## src/rtl/dmem_arbiter.sv

```systemverilog
`timescale 1ns/1ps
// dmem_arbiter
//   Shares one data-memory port between the CPU memory stage and a DMA/loader
//   port. One access is in flight at a time (IDLE -> ACCESS -> RESP). The CPU
//   normally wins arbitration. The DMA wins once it has lost STARVE_LIMIT
//   consecutive contested arbitrations.
//
// Parameters
//   MEM_LAT       cycles from mem_en to mem_rdata capture (1..7)
//   STARVE_LIMIT  consecutive DMA losses before the DMA is forced through (1..15)
//
// Ports
//   clk, rst (async, active-low)
//   cpu_req/we/addr/wdata  in   CPU request and payload
//   cpu_stall              out  cpu_req & ~cpu_done (combinational)
//   cpu_done/err/rdata     out  completion pulse, misalign flag, load data
//   dma_*                  same meaning for the DMA port (no stall output)
//   mem_en/we/addr/wdata   out  memory strobe and held payload
//   mem_rdata              in   memory read data
module dmem_arbiter #(
   parameter int MEM_LAT      = 1,
   parameter int STARVE_LIMIT = 4
) (
   input  logic        clk,
   input  logic        rst,
   input  logic        cpu_req,
   input  logic        cpu_we,
   input  logic [31:0] cpu_addr,
   input  logic [31:0] cpu_wdata,
   output logic        cpu_stall,
   output logic        cpu_done,
   output logic        cpu_err,
   output logic [31:0] cpu_rdata,
   input  logic        dma_req,
   input  logic        dma_we,
   input  logic [31:0] dma_addr,
   input  logic [31:0] dma_wdata,
   output logic        dma_done,
   output logic        dma_err,
   output logic [31:0] dma_rdata,
   output logic        mem_en,
   output logic        mem_we,
   output logic [31:0] mem_addr,
   output logic [31:0] mem_wdata,
   input  logic [31:0] mem_rdata
);

   typedef enum logic [1:0] {IDLE, ACCESS, RESP} stateT;

   localparam logic [3:0] LIMIT    = 4'(STARVE_LIMIT);
   localparam logic [2:0] LAT_INIT = 3'(MEM_LAT - 1);

   stateT       state;
   logic [3:0]  starveCnt;
   logic [2:0]  latCnt;
   logic        latWe;
   logic        latDma;
   logic        latMis;

   logic        anyReq;
   logic        dmaWins;
   logic        selWe;
   logic [31:0] selAddr;
   logic [31:0] selWdata;
   logic        selMis;

   assign anyReq   = cpu_req | dma_req;
   // A lone DMA request always wins; a contested one only once starved.
   assign dmaWins  = dma_req & (~cpu_req | (starveCnt >= LIMIT));
   assign selWe    = dmaWins ? dma_we    : cpu_we;
   assign selAddr  = dmaWins ? dma_addr  : cpu_addr;
   assign selWdata = dmaWins ? dma_wdata : cpu_wdata;
   assign selMis   = (selAddr[1:0] != 2'b00);

   assign cpu_stall = cpu_req & ~cpu_done;

   // mem_addr/mem_wdata double as the payload latch: they are loaded at grant,
   // held through ACCESS and cleared on the way to RESP.
   always_ff @(posedge clk or negedge rst) begin
      if (!rst) begin
         state     <= IDLE;
         starveCnt <= '0;
         latCnt    <= '0;
         latWe     <= 1'b0;
         latDma    <= 1'b0;
         latMis    <= 1'b0;
         mem_en    <= 1'b0;
         mem_we    <= 1'b0;
         mem_addr  <= '0;
         mem_wdata <= '0;
         cpu_done  <= 1'b0;
         cpu_err   <= 1'b0;
         cpu_rdata <= '0;
         dma_done  <= 1'b0;
         dma_err   <= 1'b0;
         dma_rdata <= '0;
      end else begin
         mem_en   <= 1'b0;
         cpu_done <= 1'b0;
         cpu_err  <= 1'b0;
         dma_done <= 1'b0;
         dma_err  <= 1'b0;

         if (!dma_req) begin
            starveCnt <= '0;
         end else if (state == IDLE && anyReq) begin
            if (dmaWins)
               starveCnt <= '0;
            else if (starveCnt != 4'd15)
               starveCnt <= starveCnt + 4'd1;
         end

         case (state)
            IDLE: begin
               if (anyReq) begin
                  latWe     <= selWe;
                  latDma    <= dmaWins;
                  latMis    <= selMis;
                  latCnt    <= LAT_INIT;
                  mem_en    <= ~selMis;
                  mem_we    <= selWe;
                  mem_addr  <= selAddr;
                  mem_wdata <= selWdata;
                  state     <= ACCESS;
               end
            end
            ACCESS: begin
               // Misaligned accesses never touch memory, so skip the wait.
               if (latMis || latCnt == 3'd0) begin
                  mem_we    <= 1'b0;
                  mem_addr  <= '0;
                  mem_wdata <= '0;
                  if (latDma) begin
                     dma_done <= 1'b1;
                     dma_err  <= latMis;
                     if (!latWe && !latMis)
                        dma_rdata <= mem_rdata;
                  end else begin
                     cpu_done <= 1'b1;
                     cpu_err  <= latMis;
                     if (!latWe && !latMis)
                        cpu_rdata <= mem_rdata;
                  end
                  state <= RESP;
               end else begin
                  latCnt <= latCnt - 3'd1;
               end
            end
            RESP:    state <= IDLE;
            default: state <= IDLE;
         endcase
      end
   end

endmodule
```

## config.mk

```make
export PLATFORM = sky130hd
export DESIGN_NAME = dmem_arbiter
export DESIGN_NICKNAME = d
export VERILOG_FILES = /design/src/rtl/dmem_arbiter.sv
export SDC_FILE = /design/constraint.sdc
export NUM_CORES = 1
export LEC_CHECK = 0
export ABC_AREA = 1
export BUFFER_PORTS_ARGS = -buffer_cell sky130_fd_sc_hd__buf_2
export CORE_MARGIN = 3
export CORE_UTILIZATION = 43
export CTS_CLUSTER_DIAMETER = 100
export DETAILED_ROUTE_END_ITERATION = 10
export PLACE_DENSITY = 0.82
export SYNTH_ARGS = -nofsm -noshare
export SYNTH_HDL_FRONTEND = slang
export SYNTH_SLANG_ARGS = --single-unit
```

## constraint.sdc

```tcl
create_clock -name clk -period 1.6 [get_ports clk]
set_input_delay 0.16 -clock clk [delete_from_list [all_inputs] [get_ports clk]]
set_output_delay 0.16 -clock clk [all_outputs]
set_load 0.1 [all_outputs]
```

==> results of run 1 <==
[sequential cells by signal (all words and copies together) (netlist names), 2 cells and up]
register / flops
cpu_rdata: 32
dma_rdata: 32
latCnt: 3
mem_addr: 32
mem_wdata: 32
starveCnt: 4
state: 2
[worst min-delay path: stages]
cell and delay, ps:
buf_2 100, o21ai_1 70, inv_1 60
[layer usage]
| layer | share of wire | GRT usage | wire [µm] |
|---|---|---|---|
| met2 | 0.50 | 0.3895 | 9933 |
| met1 | 0.39 | 0.2771 | 7725 |
| met3 | 0.078 | 0.06208 | 1543 |
| met4 | 0.025 | 0.07990 | 495 |
| met5 | 0 | 0 | 0 |
[per-stage QoR]
stage	setup TNS (ps)	worst slack (ps)	util	hold slack, ps	cell area, µm²
floorplan	0	45.17	-	-135.6	6441
global placement	0	169.4	0.5641	30.50	8229
detailed placement	0	81.27	0.5641	31.42	8229
CTS	0	71.88	0.6557	1.465	9565
global route	-22.37	-22.37	0.6673	1.438	9736
finish	0	13.64	0.6673	12.52	9736
[timing repair]
action | 4_1_cts | 5_1_grt
resized for setup | 0 | 11
hold buffers | 72 | 0
setup endpoints to repair | 0 | 42
buffers inserted | 0 | 2
hold endpoints to repair | 230 | 0
[worst max path at each step]
stage / start / endpoint / slack [ps] / cells past startpoint
after detailed placement: state[1] / cpu_rdata[1] / 80 / 7
after CTS: state[1] / cpu_rdata[1] / 70 / 7
after global placement: latCnt[0] / mem_addr[31] / 170 / 10
after floorplan: cpu_done / cpu_stall / 50 / 1
final: latCnt[0] / mem_wdata[19] / 10 / 11
after global routing: latCnt[0] / mem_wdata[19] / -20 / 11
[cell families (layout without fill, tap and decap cells)]
family          count (synthesis)  after routing
fa+ha+maj                       3              3
buf+inv                       190            576
compound gates                233            233
flops                         146            146
simple gates                  205            205
[Yosys cell counts, types with 2 or more instances]
cell	number
nand2_1	185
dfrtp_1	146
inv_1	146
o21ai_0	128
a21oi_1	70
o21ai_1	32
clkbuf_1	26
buf_2	10
nor2_1	10
buf_4	6
ha_1	3
nand3_1	3
nor3_1	2
[layout make-up]
type | count | area [µm²]
fillers | 1116 | 4853
flip-flops and latches | 146 | 3654
repair buffers | 396 | 2625
multi-input cells | 441 | 2053
inverters | 148 | 558.0
clock buffers | 18 | 439.2
well taps | 184 | 230.2
clock inverters | 14 | 176.4
==> flow_summary.json, run 1 <==
{
  "hp-class": "input port to flip-flop",
  "holdPathStages": 3,
  "crit_type": "flip-flop to flip-flop",
  "synth_mux_area_frac": 0,
  "crit_path_max_incr_delay_ps": 340,
  "regToRegSetupSlack_ps": 10,
  "crit_buf_inv": 4,
  "rr_worst_depth": 11,
  "drive_gt1_frac": 0.3173,
  "cts_max_level": 4,
  "synth-adder-area-share": 0.005834,
  "drtAntennaViolNets": 0,
  "syn_nets": 946,
  "synth_top_family_by_area": "compound AO/OA/AOI/OAI gates",
  "grt_pass1_wl_mm": 29.97,
  "crit_family": "buffers and inverters",
  "core_area_um2": 14590,
  "min_period_ps": 1586,
  "grt_max_degree": 65,
  "postSynthAreaPerCell_um2": 8.280,
  "nets": 1319,
  "setup_viol": 0,
  "cp_cell_sequence": "inv_2 > ha_1 > nand2_2 > nand2_2 > nand2_2 > inv_2 > nor2_8 > buf_12 > clkbuf_16 > nand2_1 > o21ai_1",
  "end_kind": "flip-flop",
  "numPortBuffers": 300,
  "ctsLongestPathBuffers": 2,
  "fmax_mhz": 630.4,
  "yosysWarnings": 0,
  "yosys_register_bits": 146,
  "synth_top_area_cell": "dfrtp_1",
  "synth_compound_area_frac": 0.1836,
  "min_from": "mem_rdata[21]",
  "num_vias": 6563,
  "worst_r2r_endpoint": "mem_wdata[19]",
  "clockRootBuffer": "clkbuf_16",
  "placedCellCount": 1236,
  "ys_seq_area_frac": 0.5679,
  "rows": 44,
  "ys_top_cells_by_area": "dfrtp_1 (57%), nand2_1 (11%), o21ai_0 (10%)",
  "crit_required_ps": 1910,
  "synth-edff-count": 0,
  "skew_ps": 12.51,
  "antenna_found_initial": 0,
  "drv_slew": 0,
  "r2r-start": "latCnt[0]",
  "detail_route.wl_per_cell_um": 14.62,
  "maxSlewHeadroom": 0.6053,
  "maxCapViolations": 0,
  "die_h_um": 128.3,
  "grtUsageTotal": 0.2276,
  "cts.reportedPaths.clkPinSlew_ps": 70,
  "worst_ep_arrival_time_ps": 1900,
  "slowest_stage": "dfrtp_1",
  "grt_pass1_vias": 6193,
  "dieArea_um2": 16470,
  "drtPass1Iterations": 5,
  "status": "completed",
  "start_util": 0.4410,
  "n_antenna_cell": 0,
  "clk_latency_ps": 420,
  "syn_inst": 777,
  "cts.sinks": 146,
  "period_share": 0.9915,
  "ios": 301,
  "final_cell_mix": "buf_2 (299), nand2_1 (181), dfrtp_1 (146)",
  "fin_cells": 1347,
  "drcViolationCount": 0,
  "ys_async_sr_fraction": 1.000,
  "gr-total-overflow": 0,
  "cp_common_cell": "nand2_2",
  "synthSimpleGateAreaFrac": 0.1260,
  "tritoncts": "yes",
  "cts_made_buffers": 17,
  "gp_congestion": 0.8511,
  "finalHoldViolCount": 0,
  "drt_iter0_drc": 382,
  "die_width_um": 128.3,
  "hold_end": "cpu_rdata[21]",
  "syn2layout_area_growth_pct": 51.32,
  "synth.distinct_cells": 23,
  "synth-xor-area-share": 0,
  "worst_slew_pin_slew_ps": 585.9,
  "avgViaCountPerCell": 4.872,
  "drt_wl_total_mm": 19.70,
  "synth_top_area_frac": 0.5679,
  "worstSetupStartpointType": "flip-flop",
  "ys.flop_type": "dfrtp_1",
  "synthesis.area_um2": 6434,
  "mostFrequentLayoutCell": "buf_2",
  "hpwl_mm": 12.68,
  "path_max_fanout": 18
}
Power of run 1 is left out: the tool's default activity adds up to more than one toggle a clock period on the data nets, which glitch-free logic cannot reach.
==> run 2: changes to the inputs <==
--- a/config.mk
+++ b/config.mk
@@ -13,4 +13,5 @@
 export DETAILED_ROUTE_END_ITERATION = 10
 export PLACE_DENSITY = 0.82
+export RECOVER_POWER = 100
 export SYNTH_ARGS = -nofsm -noshare
 export SYNTH_HDL_FRONTEND = slang
==> constraint.sdc (replaced) <==
create_clock -name clk -period 1.6 [get_ports clk]
set_input_delay 0.16 -clock clk [delete_from_list [all_inputs] [get_ports clk]]
set_output_delay 0.16 -clock clk [all_outputs]
set_load 0.05 [all_outputs]
==> run 2 against run 1 <==
Hold slack better by 6.6 ps. Cell count is 0.52% higher. Count of clock-buffer cells in the layout is 1 lower. Non-clock buffer count is 7 higher. Sequential share of layout area is 0.61 points higher. Critical path type unchanged. Critical path depth is 1 lower. Register-to-register slack better by 40 ps. First-iteration DRC count is 2.4% higher.
==> flow_summary.json, run 2 (synthesized netlist as in run 1, its figures left out) <==
{
  "maxCapViolations": 0,
  "min_period_ps": 1544,
  "numPortBuffers": 300,
  "drtAntennaViolNets": 0,
  "ir_drop_mv": 1.451,
  "skew_ps": 8.196,
  "gr-total-overflow": 0,
  "worstSetupStartpointType": "flip-flop",
  "p_per_area_nw_per_um2": 2284,
  "clockRootBuffer": "clkbuf_16",
  "rr_worst_depth": 10,
  "p_leak_nw": 5.331,
  "status": "completed",
  "crit_type": "flip-flop to flip-flop",
  "num_vias": 6648,
  "dieArea_um2": 16470,
  "drv_slew": 0,
  "die_width_um": 128.3,
  "gp_congestion": 0.8043,
  "regToRegSetupSlack_ps": 60,
  "drive_gt1_frac": 0.2752,
  "ios": 301,
  "clk_latency_ps": 410,
  "cp.depth": 10,
  "avgViaCountPerCell": 4.910,
  "cp_common_cell": "nand2_1",
  "met3_wirelength_mm": 1.763,
  "grt_pass1_wl_mm": 31.53,
  "final_cell_mix": "buf_2 (259), nand2_1 (182), inv_1 (146), dfrtp_1 (146), o21ai_0 (124)",
  "drt_wl_total_mm": 20.26,
  "end_kind": "flip-flop",
  "cp_cell_sequence": "inv_1 > ha_1 > nand2_1 > nand2_2 > nand2_1 > inv_2 > nor2_8 > buf_12 > nand2_1 > o21ai_1",
  "ctsLongestPathBuffers": 2,
  "hp-class": "input port to flip-flop",
  "top_layer": "met4",
  "crit_buf_inv": 3,
  "maxSlewHeadroom": 0.5027,
  "r2r-start": "latCnt[0]",
  "cts.reportedPaths.clkPinSlew_ps": 70,
  "start_util": 0.4410,
  "worst_r2r_endpoint": "mem_wdata[11]",
  "timing.critical_path.from": "latCnt[0]",
  "holdPathStages": 3,
  "whs_ps": 19.13,
  "finalHoldViolCount": 0,
  "period_share": 0.9648,
  "antenna_found_initial": 0,
  "drtPass1Iterations": 7,
  "n_antenna_cell": 0,
  "nets": 1326,
  "fmax_mhz": 647.8,
  "cp-endpoint": "mem_wdata[11]",
  "detail_route.wl_per_cell_um": 14.96,
  "grt_max_degree": 68,
  "crit_required_ps": 1940,
  "crit_family": "simple AND/OR/NAND/NOR gates",
  "wl_met1_mm": 7.770,
  "die_h_um": 128.3,
  "rows": 44,
  "drt_iter0_drc": 391,
  "core_area_um2": 14590,
  "cts_made_buffers": 17,
  "drcViolationCount": 0,
  "wl_met2_mm": 10.17,
  "mostFrequentLayoutCell": "buf_2",
  "worst_slew_pin_slew_ps": 746.0,
  "path_max_fanout": 40,
  "slowest_stage": "dfrtp_1",
  "power_mw": 21.87,
  "syn2layout_area_growth_pct": 48.89,
  "hpwl_mm": 12.96,
  "worst_ep_arrival_time_ps": 1890,
  "crit_path_max_incr_delay_ps": 320,
  "setup_viol": 0,
  "rsz0062_at_grt": "true",
  "tritoncts": "yes",
  "cts.sinks": 146,
  "cts_max_level": 4,
  "tns_ps": 0,
  "fillers": 1156,
  "grt_pass1_vias": 6372,
  "grtUsageTotal": 0.2407
}
==> run 2: cell types whose count changed in the layout (fill, tap and decap cells not counted), sizes merged <==
cell and change:
inv +7, clkinv -3, bufinv -3, dlygate4sd3 +10, buf -44, clkbuf +40
==> run 2: how the worst min path moves through the flow <==
stage / from / end / slack, ps
floorplan: rst / cpu_done / -140
global route: dma_wdata[27] / mem_wdata[27] / 7
CTS: dma_addr[18] / mem_addr[18] / 0.6
detailed placement: rst / cpu_rdata[1] / 160
global placement: rst / cpu_rdata[1] / 150
finish: dma_we / latWe / 20
==> run 2: cell type report <==
type | count | area (µm²) | area share
clock inverter | 15 | 135.1 | 0.01411
tap | 184 | 230.2 | 0.02403
inverter | 148 | 558.0 | 0.05825
multi-input combinational | 441 | 2048 | 0.2138
timing repair buffer | 403 | 2529 | 0.2640
sequential | 146 | 3654 | 0.3814
clock buffer | 17 | 425.4 | 0.04441
==> run 2: per-stage QoR <==
step,utilization,instance area [µm²],std cells,setup WS (ps)
finish,0.6566,9579,1354,56.30
CTS,0.6591,9615,1352,38.57
global placement,0.5651,8244,1239,161.3
detailed placement,0.5651,8244,1239,77.40
floorplan,-,6434,777,160.4
global route,0.6566,9579,1354,-29.87
==> run 2: where the power goes <==
group | leakage (nW) | internal (mW) | switching (mW)
registers | 1.76 | 5.38 | 0.980
clock network | 0.274 | 2.06 | 1.71
logic | 3.30 | 2.70 | 9.04
==> run 2: routing by layer <==
metal	up-vias	GRT usage
li1	3182	-
met1	3050	0.2932
met2	370	0.4021
met3	46	0.06667
met4	0	0.1030
met5	-	0
==> run 2: what timing repair did <==
item | 4_1_cts | 5_1_grt
setup buffers | 0 | 0
setup endpoints to repair | 0 | 34
hold buffers | 81 | 1
gates resized for setup | 0 | 8
hold endpoints to repair | 145 | 1
==> run 2: worst reg2reg max path: stages, from the launching register on <==
cell     delay (ps)
dfrtp_1         320
inv_1            70
ha_1            210
nand2_1         120
nand2_2          90
nand2_1         100
inv_2            70
nor2_8          110
buf_12          210
nand2_1         100
o21ai_1          80
No activity file was read; power rests on OpenSTA's default activity.
